$ cat src/rtl/hazard_control_unit.sv
// Load-use and control hazard controller between the ID and EX stages of the MIPS pipeline.
// Produces PC/IF-ID enables, flushes and the ID/EX bubble select, plus a stall-cycle counter.
module hazard_control_unit #(
  parameter int REG_ADDR_WIDTH = 5,
  parameter int LOAD_LATENCY   = 1,
  parameter int COUNT_WIDTH    = 16
) (
  input  logic                      clk,
  input  logic                      reset,
  input  logic [REG_ADDR_WIDTH-1:0] id_rs,
  input  logic [REG_ADDR_WIDTH-1:0] id_rt,
  input  logic                      id_uses_rt,
  input  logic                      idex_mem_read,
  input  logic [REG_ADDR_WIDTH-1:0] idex_rt,
  input  logic                      ex_branch_taken,
  input  logic                      ext_stall,
  output logic                      pc_write,
  output logic                      ifid_write,
  output logic                      ifid_flush,
  output logic                      idex_bubble,
  output logic                      idex_flush,
  output logic                      stall_active,
  output logic [COUNT_WIDTH-1:0]    stall_cycles
);

  typedef enum logic [0:0] {
    IDLE  = 1'b0,
    STALL = 1'b1
  } state_t;

  localparam logic [3:0] CNT_RELOAD = 4'(LOAD_LATENCY - 1);

  state_t                 state_q, state_d;
  logic [3:0]             cnt_q, cnt_d;
  logic [COUNT_WIDTH-1:0] stall_cycles_q, stall_cycles_d;
  logic                   detect_s;
  logic                   count_s;

  // Rs is always treated as a source; Rt only when the decoder says so. $zero never hazards.
  always_comb begin
    detect_s = idex_mem_read
               && (idex_rt != {REG_ADDR_WIDTH{1'b0}})
               && ((idex_rt == id_rs) || (id_uses_rt && (idex_rt == id_rt)));
  end

  // Next-state and output decode, priority reset > freeze > branch > STALL > detect.
  always_comb begin
    state_d      = state_q;
    cnt_d        = cnt_q;
    count_s      = 1'b0;
    pc_write     = 1'b1;
    ifid_write   = 1'b1;
    ifid_flush   = 1'b0;
    idex_bubble  = 1'b0;
    idex_flush   = 1'b0;
    stall_active = 1'b0;

    if (reset) begin
      pc_write   = 1'b0;
      ifid_write = 1'b0;
      state_d    = IDLE;
      cnt_d      = 4'd0;
    end else if (ext_stall) begin
      pc_write     = 1'b0;
      ifid_write   = 1'b0;
      stall_active = (state_q == STALL);
    end else if (ex_branch_taken) begin
      ifid_flush   = 1'b1;
      idex_flush   = 1'b1;
      stall_active = (state_q == STALL);
      state_d      = IDLE;
      cnt_d        = 4'd0;
    end else begin
      case (state_q)
        STALL: begin
          pc_write     = 1'b0;
          ifid_write   = 1'b0;
          idex_bubble  = 1'b1;
          stall_active = 1'b1;
          count_s      = 1'b1;
          cnt_d        = cnt_q - 4'd1;
          if (cnt_q == 4'd1) begin
            state_d = IDLE;
          end else begin
            state_d = STALL;
          end
        end
        IDLE: begin
          if (detect_s) begin
            pc_write     = 1'b0;
            ifid_write   = 1'b0;
            idex_bubble  = 1'b1;
            stall_active = 1'b1;
            count_s      = 1'b1;
            // A single-cycle stall is fully served by this combinational response.
            if (LOAD_LATENCY > 1) begin
              state_d = STALL;
              cnt_d   = CNT_RELOAD;
            end else begin
              state_d = IDLE;
              cnt_d   = 4'd0;
            end
          end else begin
            state_d = IDLE;
          end
        end
        default: begin
          state_d = IDLE;
          cnt_d   = 4'd0;
        end
      endcase
    end
  end

  // Saturating performance counter of load-use stall cycles.
  always_comb begin
    if (count_s && (stall_cycles_q != {COUNT_WIDTH{1'b1}})) begin
      stall_cycles_d = stall_cycles_q + {{(COUNT_WIDTH-1){1'b0}}, 1'b1};
    end else begin
      stall_cycles_d = stall_cycles_q;
    end
  end

  // State, countdown and performance counter registers.
  always_ff @(posedge clk or posedge reset) begin
    if (reset) begin
      state_q        <= IDLE;
      cnt_q          <= 4'd0;
      stall_cycles_q <= {COUNT_WIDTH{1'b0}};
    end else begin
      state_q        <= state_d;
      cnt_q          <= cnt_d;
      stall_cycles_q <= stall_cycles_d;
    end
  end

  assign stall_cycles = stall_cycles_q;

endmodule

$ cat config.mk
export PLATFORM = sky130hd
export DESIGN_NAME = hazard_control_unit
export DESIGN_NICKNAME = d
export VERILOG_FILES = /design/src/rtl/hazard_control_unit.sv
export SDC_FILE = /design/constraint.sdc
export NUM_CORES = 1
export LEC_CHECK = 0
export CELL_PAD_IN_SITES_DETAIL_PLACEMENT = 1
export CELL_PAD_IN_SITES_GLOBAL_PLACEMENT = 2
export CORE_MARGIN = 3
export CORE_UTILIZATION = 27
export DETAILED_ROUTE_END_ITERATION = 7
export GPL_TIMING_DRIVEN = 1
export PLACE_DENSITY_LB_ADDON = 0.1
export SYNTH_ARGS = -nofsm -noshare
export SYNTH_HDL_FRONTEND = slang
export SYNTH_SLANG_ARGS = --single-unit
$ cat constraint.sdc
create_clock -name clk -period 3.02 [get_ports clk]
set_input_delay 0.604 -clock clk [delete_from_list [all_inputs] [get_ports clk]]
set_output_delay 0.604 -clock clk [all_outputs]
set_load 0.03 [all_outputs]
==> metrics.txt, run 1 <==
status finished clean; Critical Path RT 2420 ps; R2R Path End stall_cycles[6]; Avg Cell Area, Syn ~9.7 um2; WS Path Type primary input to primary output; placer congestion estimate around 0.75; PD cells 305 mW/mm2; measured slew at the worst slew-check pin 437 ps; DP HPWL approximately 2.9 mm; FF/Latch Area 526 um2; max-slew violation count 0; final instance area 0.00193 mm2; Final Setup Violations 0; VDD IR max 0.151 mV; RR Startpoint stall_cycles[1]; die footprint 0.00573 mm2; DR iter-0 viols 41; Worst Path Arrival 2290 ps; CTS H-Tree Depth 1; met1 Usage GRT 17.7%; reg2reg setup slack 810 ps; chip height approximately 76 um; layout cells sized above 1 19.6%; Post-DP Area 0.00186 mm2; Worst-Skew Late Latency roughly 260 ps; Cell Rows 24; largest net degree at the start of global routing 23; Die W 75.7 um; cells after synthesis roughly 140; number of global-route vias before repair about 1300; First-pass DRT Iterations 4; total negative slack 0 ps; Max-Cap Viols 0; Cell Area, Synth 0.00131 mm2; Top Ports 43; grt total ovfl 0; CTS Hold Bufs 0; Setup crit start kind primary input; Clock Pin Slew Worst Setup and Hold Paths 80 ps; first-pass GRT wire length around 6 mm; final hold vios 0; IO buf count 42; Pleak 0.856 nW; crit end category primary output; Root Driver clkbuf_8; Total GRT Usage 13.6%; busiest grt layer met2; critical path peak fanout 3; Worst Reg2Reg Path Length in Cells 8; period utilisation layout a little over nine tenths; Initial Utilization 28.9%; met3 Use GR 3.03%; fillers roughly 520; CTS tree yes; clk_skew 2.16 ps; Post-route DRC 0; routed vias 1190; Setup crit start idex_rt[0]; Area Growth Syn to Fin 47.3%; Netlist cell types 37; WL final approximately 3.6 mm; drt via density 4.69; min cycle time layout 2890 ps; Post-DRT Antenna Nets 0; nets 214; multi-input logic area 751 um2; Synth warnings 0; unrepaired setup endpoints after global routing no; WL/cell 14.0 um; Num CTS Buffers 3; clock buffer depth 2; Max Clk Rate 346 MHz; Worst slew margin between 70% and 80%; end point of the critical path stall_active; Min-Delay Path Class flop to flop; Antenna Cells 0; Core Area 0.00453 mm2; synthesized flop and latch total 21; met2 usage 22.5%; initial antenna violation count 0; CTS Sinks 21; sequential element share of the synthesized area between 40% and 50%; Mapped Nets 159
[worst max-delay path, cell delays in order]
cell and delay (ps):
clkdlybuf4s50_1 570, xnor2_1 150, nand3_1 90, o22ai_1 290, and2_1 220, nand2_1 100
nand2_1 110, buf_4 160
[area by class of cell]
class	instances	share of cell area, %
Clock buffer	3	2.14
Clock inverter	1	0.259
Inverter	7	1.36
Multi-Input combinational cell	104	38.8
Sequential cell	21	27.2
Tap cell	65	4.21
Timing Repair Buffer	53	26.0
[worst min path at each step]
| stage | from | endpoint | slack [ps] | cells after the start |
|---|---|---|---|---|
| floorplan | cnt_q[3] | cnt_q[3] | 450 | 1 |
| global placement | cnt_q[3] | cnt_q[3] | 470 | 1 |
| detailed placement | cnt_q[3] | cnt_q[3] | 480 | 1 |
| CTS | cnt_q[3] | cnt_q[3] | 490 | 1 |
| global route | cnt_q[3] | cnt_q[3] | 520 | 1 |
| finish | cnt_q[3] | cnt_q[3] | 490 | 1 |
[power by group]
| part | internal, W | switching [W] | total, W |
|---|---|---|---|
| registers | 0.000284 | 0.00000526 | 0.000290 |
| logic | 0.0000579 | 0.0000501 | 0.000108 |
| clock network | 0.0000921 | 0.0000988 | 0.000191 |
| total | 0.000435 | 0.000154 | 0.000589 |
[cell families after synthesis]
kind of cell / Yosys count / synth area share, %
AND/OR/NAND/NOR: 59 / 26.5
XOR/XNOR: 24 / 16.0
flip-flops: 21 / 40.0
AO/OA/AOI/OAI: 16 / 8.58
buffers and inverters: 10 / 4.00
adder cells (fa/ha/maj): 3 / 2.86
multiplexers: 2 / 2.00
[Yosys cell counts]
library cell  count  area share (%)
dfrtp_1          21              40
nand2_1          13             3.7
nor2_1           13             3.7
xnor2_1          13             8.7
xor2_1           11             7.3
inv_1             7             2.0
nand3_1           6             2.3
a21oi_1           4             1.5
nand4_1           4             1.9
nor3_1            4             1.5
nor3_2            4             3.1
ha_1              3             2.9
nor4_1            3             1.4
a21oi_2           2             1.3
a31oi_1           2            0.95
buf_4             2             1.1
nor3b_1           2             1.1
o22ai_1           2            0.95
a211oi_1          1            0.57
and2_1            1            0.48
buf_6             1            0.86
mux2_1            1            0.86
mux2_4            1             1.1
nand3b_1          1            0.57
nand4_2           1            0.95
nor3_4            1             1.2
nor4_2            1            0.95
nor4b_1           1            0.67
nor4b_2           1             1.1
o211ai_2          1            0.95
o21a_1            1            0.57
o21ai_1           1            0.38
o21ai_2           1            0.67
o311ai_0          1            0.67
or2_2             1            0.48
or2_4             1            0.67
or4_1             1            0.57
[registers in the layout (all words and copies together), names as in the netlist]
name / flops
stall_cycles: 16
cnt_q: 4
state_q: 1
[cell usage in the layout (no fill, tap or decap), types with 3 or more instances in the layout]
master / instances
nor4_1: 3
nand3_1: 6
dfrtp_1: 21
a21oi_1: 4
clkdlybuf4s50_1: 34
nor3_1: 3
inv_1: 6
nor2_1: 13
nand4_1: 4
ha_1: 3
clkbuf_8: 3
dlymetal6s2s_1: 4
xor2_1: 11
nor3_2: 5
buf_4: 15
nand2_1: 13
xnor2_1: 13
[stage by stage]
| step | util (%) | worst slack [ps] | hold WS, ps | power (W) | cells |
|---|---|---|---|---|---|
| floorplan | - | 84.7 | 450 | 0.000342 | 135 |
| global placement | 41.0 | 93.9 | 468 | 0.000401 | 249 |
| detailed placement | 41.0 | 35.0 | 479 | 0.000404 | 249 |
| CTS | 42.0 | 30.8 | 491 | 0.000599 | 253 |
| global route | 42.6 | 10.3 | 520 | 0.000620 | 254 |
| finish | 42.6 | 130 | 488 | 0.000589 | 254 |
[layer usage]
layer | wire length [um] | part of all wire [%]
met1 | 1640 | 46
met2 | 1780 | 50
met3 | 90 | 2.5
met4 | 40 | 1.1
met5 | 0 | 0
[timing repair]
item,4_1_cts,5_1_grt
hold endpoints to repair,0,0
gates resized for setup,0,7
setup endpoints to repair,0,4
setup buffers,0,1
Power figures use the tool's default switching activity.
==> inputs of run 2 (changes only) <==
--- a/config.mk
+++ b/config.mk
@@ -7,6 +7,7 @@
 export LEC_CHECK = 0
 export CELL_PAD_IN_SITES_DETAIL_PLACEMENT = 1
 export CELL_PAD_IN_SITES_GLOBAL_PLACEMENT = 2
+export CORE_ASPECT_RATIO = 1.25
 export CORE_MARGIN = 3
 export CORE_UTILIZATION = 27
 export DETAILED_ROUTE_END_ITERATION = 7
==> metrics.txt, run 2 (synthesized netlist as in run 1, its figures left out) <==
status finished clean; dpl cells roughly 240; Pleak about 0.87 nW; Antenna Cells 0; first-pass GRT wire length approximately 5.7 mm; RR Startpoint stall_cycles[0]; most common library cell in the layout ignoring fill and taps clkdlybuf4s50_1; Min-Delay Path Class flop to flop; IO buf count 42; Root Driver clkbuf_8; Max-Cap Viols 0; Hold Startpoint stall_cycles[15]; largest net degree at the start of global routing 23; crit end category primary output; Core Area roughly 0.0046 mm2; final hold vios 0; period utilisation layout 90.5%; drt via density 4.80; DR iter-0 viols 65; Setup crit start id_rs[4]; CTS H-Tree Depth 1; routed vias 1186; Cell Rows 27; crit-path max cell delay 470 ps; Total GRT Usage 12.9%; die footprint 0.00574 mm2; min cycle time layout 2730 ps; CTS Sinks 21; met3 Use GR under 10%; busiest grt layer met2; CP dominant cell by count nand2_1; DP HPWL 2.79 mm; grt total ovfl 0; WS Path Type primary input to primary output; Post-DRT Antenna Nets 0; Top Ports 43; Final Setup Violations 0; highest-count cells in the layout ignoring fill and taps clkdlybuf4s50_1, dfrtp_1, buf_4; WL/cell 13.9 um; max-slew violation count 0; VDD IR max roughly 0.14 mV; Clock Pin Slew Worst Setup and Hold Paths 80 ps; Largest register FFs 16; met1 Usage GRT 16.0%; total negative slack 0 ps; Area Growth Syn to Fin 47.3%; layout cells sized above 1 around 20%; critical path peak fanout 3; Die W 68.4 um; PD cells 304 mW/mm2; cells along the critical path clkdlybuf4s50_1 -> xnor2_1 -> nand3_1 -> o22ai_2 -> and2_1 -> nand2_1 -> nand2_1 -> buf_4; measured slew at the worst slew-check pin ~430 ps; Critical Path RT about 2400 ps; chip height roughly 84 um; First-pass DRT Iterations 4; clk_skew 6.92 ps; CTS Hold Bufs 0; clock buffer depth 2; WL final 3.44 mm; Max Clk Rate between 300 and 400 MHz; initial antenna violation count 0; Worst Path Arrival 2130 ps; Post-route DRC 0; Initial Utilization around 29%; nets 214; Setup crit start kind primary input; Worst slew margin between 70% and 80%; Num CTS Buffers 3; number of global-route vias before repair 1265; final core utilization 42.4%; unrepaired setup endpoints after global routing no; placer congestion estimate around 0.70; final std cells w/o fill ~250; CTS tree yes; Worst-Skew Late Latency approximately 270 ps; met2 usage 21.1%; Crit-path slowest cell clkdlybuf4s50_1
-- run 2: power breakdown --
group | switching [W] | internal (W)
Combinational | 0.0000505 | 0.0000572
Clock | 0.0000985 | 0.0000921
Sequential | 0.00000530 | 0.000285
-- run 2: worst paths after layout --
path | cells after the start | end | slack (ps)
setup / recovery | 8 | stall_active | 290
hold / removal | 1 | stall_cycles[15] | 500
setup reg to reg | 7 | stall_cycles[1] | 910
hold reg to reg | 1 | stall_cycles[15] | 500
max in group asynchronous | 4 | stall_cycles[4] | 1870
min in group asynchronous | 4 | stall_cycles[12] | 930
-- run 2: final cells by class --
class	count	area, um2
fill	540	2630
multi-input combinational	104	757
tap	58	72.6
timing repair buffer	53	505
clock inverter	1	5.00
inverter	7	26.3
sequential	21	526
clock buffer	3	41.3
-- run 2: timing repair --
action | CTS | global route
endpoints found under the setup margin | 0 | 4
resized for setup | 0 | 9
setup buffers | 0 | 0
-- run 2: per-stage QoR --
| stage | power (W) | setup WS (ps) | area, um2 | hold slack [ps] |
|---|---|---|---|---|
| 2_1_floorplan | 0.000342 | 84.7 | 1320 | 450 |
| 3_3_place_gp | 0.000402 | 96.2 | 1860 | 469 |
| 3_5_place_dp | 0.000403 | 27.0 | 1860 | 486 |
| 4_1_cts | 0.000596 | 29.4 | 1900 | 505 |
| 5_1_grt | 0.000617 | 101 | 1930 | 528 |
| 6_report | 0.000588 | 285 | 1930 | 500 |
-- run 2: layer usage --
| layer | part of all wire (%) | up-vias |
|---|---|---|
| li1 | - | 581 |
| met1 | 43 | 562 |
| met2 | 49 | 38 |
| met3 | 5.8 | 5 |
| met4 | 1.5 | 0 |
| met5 | 0 | - |
-- run 2: critical path: cells and delay by family --
kind / cells / cell delay [ps]
and+or+nand+nor: 4 / 520
buffers and inverters: 2 / 630
xor gates and xnor gates: 1 / 140
AOI/OAI and AO/OA: 1 / 240
==> RTL change 1: new RTL, config.mk and constraints of run 1 <==
Make the reset (`reset`) synchronous in one clocked block.
--- a/src/rtl/hazard_control_unit.sv
+++ b/src/rtl/hazard_control_unit.sv
@@ -123,5 +123,5 @@
 
   // State, countdown and performance counter registers.
-  always_ff @(posedge clk or posedge reset) begin
+  always_ff @(posedge clk) begin
     if (reset) begin
       state_q        <= IDLE;
Formal check against the unedited RTL: differs if reset is asserted again (counterexample within 4 cycles, from zero or initial values and one cycle with reset high); with reset held inactive, the same outputs for 10 cycles.
==> RTL change 1 against run 1 <==
Synthesized area up 1.0%. Highest routed layer unchanged. Die area rose by 0.97%. Worst setup slack improved by 19 ps. Cell area is 0.32% lower. Fmax increased by 0.66%. Wire length up 16%. Via count is 23% higher. Critical endpoint is now pc_write. Clock skew up 6.5 ps. Sequential cell count unchanged. Total power is 4.8% lower.
==> RTL change 1: results (changes against run 1) <==
leak pwr: 0.627 nW (-27%)
status: complete, no violations
syn_nets: 193 (+21%)
FP Rows: 24 (unchanged)
critical path fanouts, max: 2 (-1)
hold path start: cnt_q[1]
largest net degree at the start of global routing: 27 (+17%)
combinational group power: 0.0000956 W (-11%)
multi-input gates: 132 (+27%)
PwrDens: 291 nW/um^2 (-4.5%)
M2 GR Usage: 25.1% (+2.6 points)
post-synthesis sequential area ratio: 31.7% (-8.3 points)
met1 GRT Util: 17.6% (-0.12 points)
fraction of area in multi-input gates: 43.9% (+5.1 points)
drt wl/cell: 14.4 um (+3.3%)
Least-Margin Pin Slew: 521 ps (+84.1 ps)
Final Instance Area: 1930 sq um (-0.32%)
Clk pwr share: 33.6% (+1.2 points)
DP HPWL: 3240 um (+12%)
sw power: 0.000140 W (-9.0%)
VDD IR max: 0.000170 V (+13%)
Antenna diodes: 0 (unchanged)
placed cells: 279 (+12%)
Reg area: 420 sq um (-20%)
nets: 244 (+14%)
crit path DAT: 2270 ps (-20 ps)
Final GP Congestion: 0.757 (+1.5%)
Clock buf/inv share: 2.40% (+0.0078 points)
NonClk Buf Share: 26.5% (+0.47 points)
mux cell area share after synthesis: 0.849% (-1.2 points)
CTS Root Cell: clkbuf_8
DP Worst Slack: -194 ps (-229 ps)
adder-cell share of the synthesized area: 2.83% (-0.030 points)
Metal-1 WL: 1850 um (+13%)
Filler cells: 538 (+3.1%)
Non-clk bufs: 56 (+5.7%)
DR vias/cell: 5.17 (+10%)
vias in the first global route: 1491 (+19%)
global-route wire length before repair: 7070 um (+19%)
share of cells above drive strength 1: 15.1% (-4.5 points)
met3 WL: 159 um (+77%)
Slowest Stage Delay on Critical Path: 530 ps (-40 ps)
ys async rst share: 0% (-100 points)
Worst Setup SP: idex_rt[1]
Critical-path top delay cell: or4_4
Reg2Reg Launch Point: stall_cycles[0]
xor-xnor portion of the synthesized cell area: 7.26% (-8.8 points)
detailed-route wire length: 4100 um (+16%)
GR met3 Demand/Resource: 3.43% (+0.39 points)
Post-synth top cells: dfxtp_1, a21oi_1, nand2_1
Cells after Synth: 169 (+25%)
met2 WL post-DR: 2030 um (+14%)
Clock Skew: 8.66 ps (+6.50 ps)
-- RTL change 1: changes by cell type in the layout (fill, tap and decap cells not counted), sizes merged, moves of 4 or more --
cell          change
a21oi             +9
buf               +4
dfrtp            -21
dfxtp            +21
dlygate4sd2       +4
dlymetal6s2s      -4
nor2              -4
o21ai             +9
o31ai             +8
or3               +6
or4               +5
xor2             -10
-- RTL change 1: worst register-to-register path, stage by stage, from the launching register on --
cell and delay, ps:
dfxtp_1 350, ha_1 240, nand2_1 90, nor3_1 70, a2111oi_1 410, a21oi_1 220, buf_4 220, or4_1 400
o21ai_1 80
-- RTL change 1: path summary, 6_finish.rpt --
kind | slack, ps | endpoint | cells after the start
worst min register to register | 510 | cnt_q[1] | 2
worst max register to register | 870 | stall_cycles[7] | 8
worst max-delay path | 150 | pc_write | 8
worst min-delay path | 510 | cnt_q[1] | 2
-- RTL change 1: repair_timing --
item	4_1_cts	5_1_grt
hold buffers	0	0
gates resized for setup	8	3
setup endpoints to repair	3	3
setup buffers	1	0
pin swaps	3	3
==> RTL change 2: new RTL, config.mk and constraints of run 1 <==
Made on the original files. `REG_ADDR_WIDTH`: 5 -> 6.
--- a/src/rtl/hazard_control_unit.sv
+++ b/src/rtl/hazard_control_unit.sv
@@ -2,5 +2,5 @@
 // Produces PC/IF-ID enables, flushes and the ID/EX bubble select, plus a stall-cycle counter.
 module hazard_control_unit #(
-  parameter int REG_ADDR_WIDTH = 5,
+  parameter int REG_ADDR_WIDTH = 6,
   parameter int LOAD_LATENCY   = 1,
   parameter int COUNT_WIDTH    = 16
Ports: changed (resized id_rs, id_rt and idex_rt); port bits go from 43 to 46. The function was not compared with the original's and may differ.
==> RTL change 2 against run 1 <==
Register-to-register slack gained 80 ps. First-iteration DRC count shrank 27%. Hold slack gained 22 ps. Non-clock buffer count grew 8. Worst setup slack lost 11 ps. Count of clock-buffer cells in the layout is the same. Synthesized area grew 1.0%. Largest power group unchanged. Critical endpoint is now ifid_write. Wire length grew 8.8%. Total power shrank 1.3%. Synthesized cell count grew 0.74%. Sequential cell count is the same. Cell area grew 3.0%. Core utilization grew 1.3 points.
==> RTL change 2: results (changes against run 1) <==
Synth cell types: 34 (-8.1%)
Clk pwr share: 31.7% (-0.7 points)
leak pwr: 0.835 nW (-2.5%)
Rel. slew slack: 76.9% (+6.0 points)
vias in the first global route: 1395 (+11%)
Slowest Stage Delay on Critical Path: 430 ps (-140 ps)
Metal-1 WL: 1710 um (+4.5%)
mux cell area share after synthesis: 1.70% (-0.30 points)
initial antenna violation count: 0 (unchanged)
Cells after Synth: 136 (+0.74%)
status: complete, no violations
met3 WL: 91 um (+1.1%)
adder-cell share of the synthesized area: 2.83% (-0.030 points)
nets: 224 (+4.7%)
Antenna diodes: 0 (unchanged)
detailed-route wire length: 3860 um (+8.8%)
global-route wire length before repair: 6780 um (+14%)
Sequential Power Share: 49.3% (about the same)
syn_nets: 163 (+2.5%)
First-pass DRT Iterations: 2 (-2)
Setup Fix Bufs, Post-CTS: 0 (unchanged)
drt wl/cell: 14.8 um (+5.9%)
Post-synth top cells: dfrtp_1, xnor2_1, nand4_1
dominant cells by area after synthesis: dfrtp_1, xnor2_1, nand4_1, xor2_1, nand3_1
post-synthesis sequential area ratio: 39.6% (-0.42 points)
Max-cap violations: 0 (unchanged)
PwrDens: 292 nW/um^2 (-4.2%)
M2 GR Usage: 24.6% (+2.1 points)
VDD IR max: 0.000182 V (+21%)
share of cells above drive strength 1: 18.4% (-1.2 points)
sw power: 0.000146 W (-5.1%)
met2 WL post-DR: 1980 um (+11%)
DP HPWL: 3070 um (+6.4%)
DP Worst Slack: -356 ps (-391 ps)
xor-xnor portion of the synthesized cell area: 17.2% (+1.2 points)
First DRT Iteration DRCs: 30 (-27%)
Synth Flop Type: dfrtp_1
GRT Total Usage: 14.1% (+0.45 points)
Clock Skew: 2.03 ps (-0.125 ps)
placed cells: 257 (+3.2%)
post_cts resized: 7 (+7)
via count: 1253 (+5.3%)
GR met3 Demand/Resource: 2.01% (-1.0 points)
met1 GRT Util: 17.6% (-0.12 points)
post-synthesis compound-gate area fraction: 10.5% (+1.9 points)
Port Buffers: 45 (+7.1%)
DP Area: 1940 sq um (+4.2%)
Final GP Congestion: 0.715 (-4.2%)
==> RTL change 2: changes by cell type after synthesis, moves of 3 or more <==
cell	before	now
and3_1	0	5
and4_2	0	3
nand2_1	13	7
nand4_1	4	10
nor2_1	13	9
nor3_2	4	0
nor4_1	3	0
o21ai_0	0	5
xnor2_1	13	19
xor2_1	11	7
==> RTL change 2: final timing paths <==
path,from,end,slack (ps),cells after the start
worst max-delay path,idex_rt[0],ifid_write,120,9
worst min-delay path,stall_cycles[8],stall_cycles[8],510,1
worst max register to register,stall_cycles[0],stall_cycles[1],890,7
worst min register to register,stall_cycles[8],stall_cycles[8],510,1
max in group asynchronous,reset,stall_cycles[8],1910,4
min in group asynchronous,reset,state_q,890,4
==> RTL change 2: cell type report <==
type	instances	area, sq um
sequential	21	526
clock inverter	1	5.00
multi-input combinational	105	764
inverter	5	18.8
tap	65	81.3
timing repair buffer	61	556
fill	539	2540
clock buffer	3	41.3
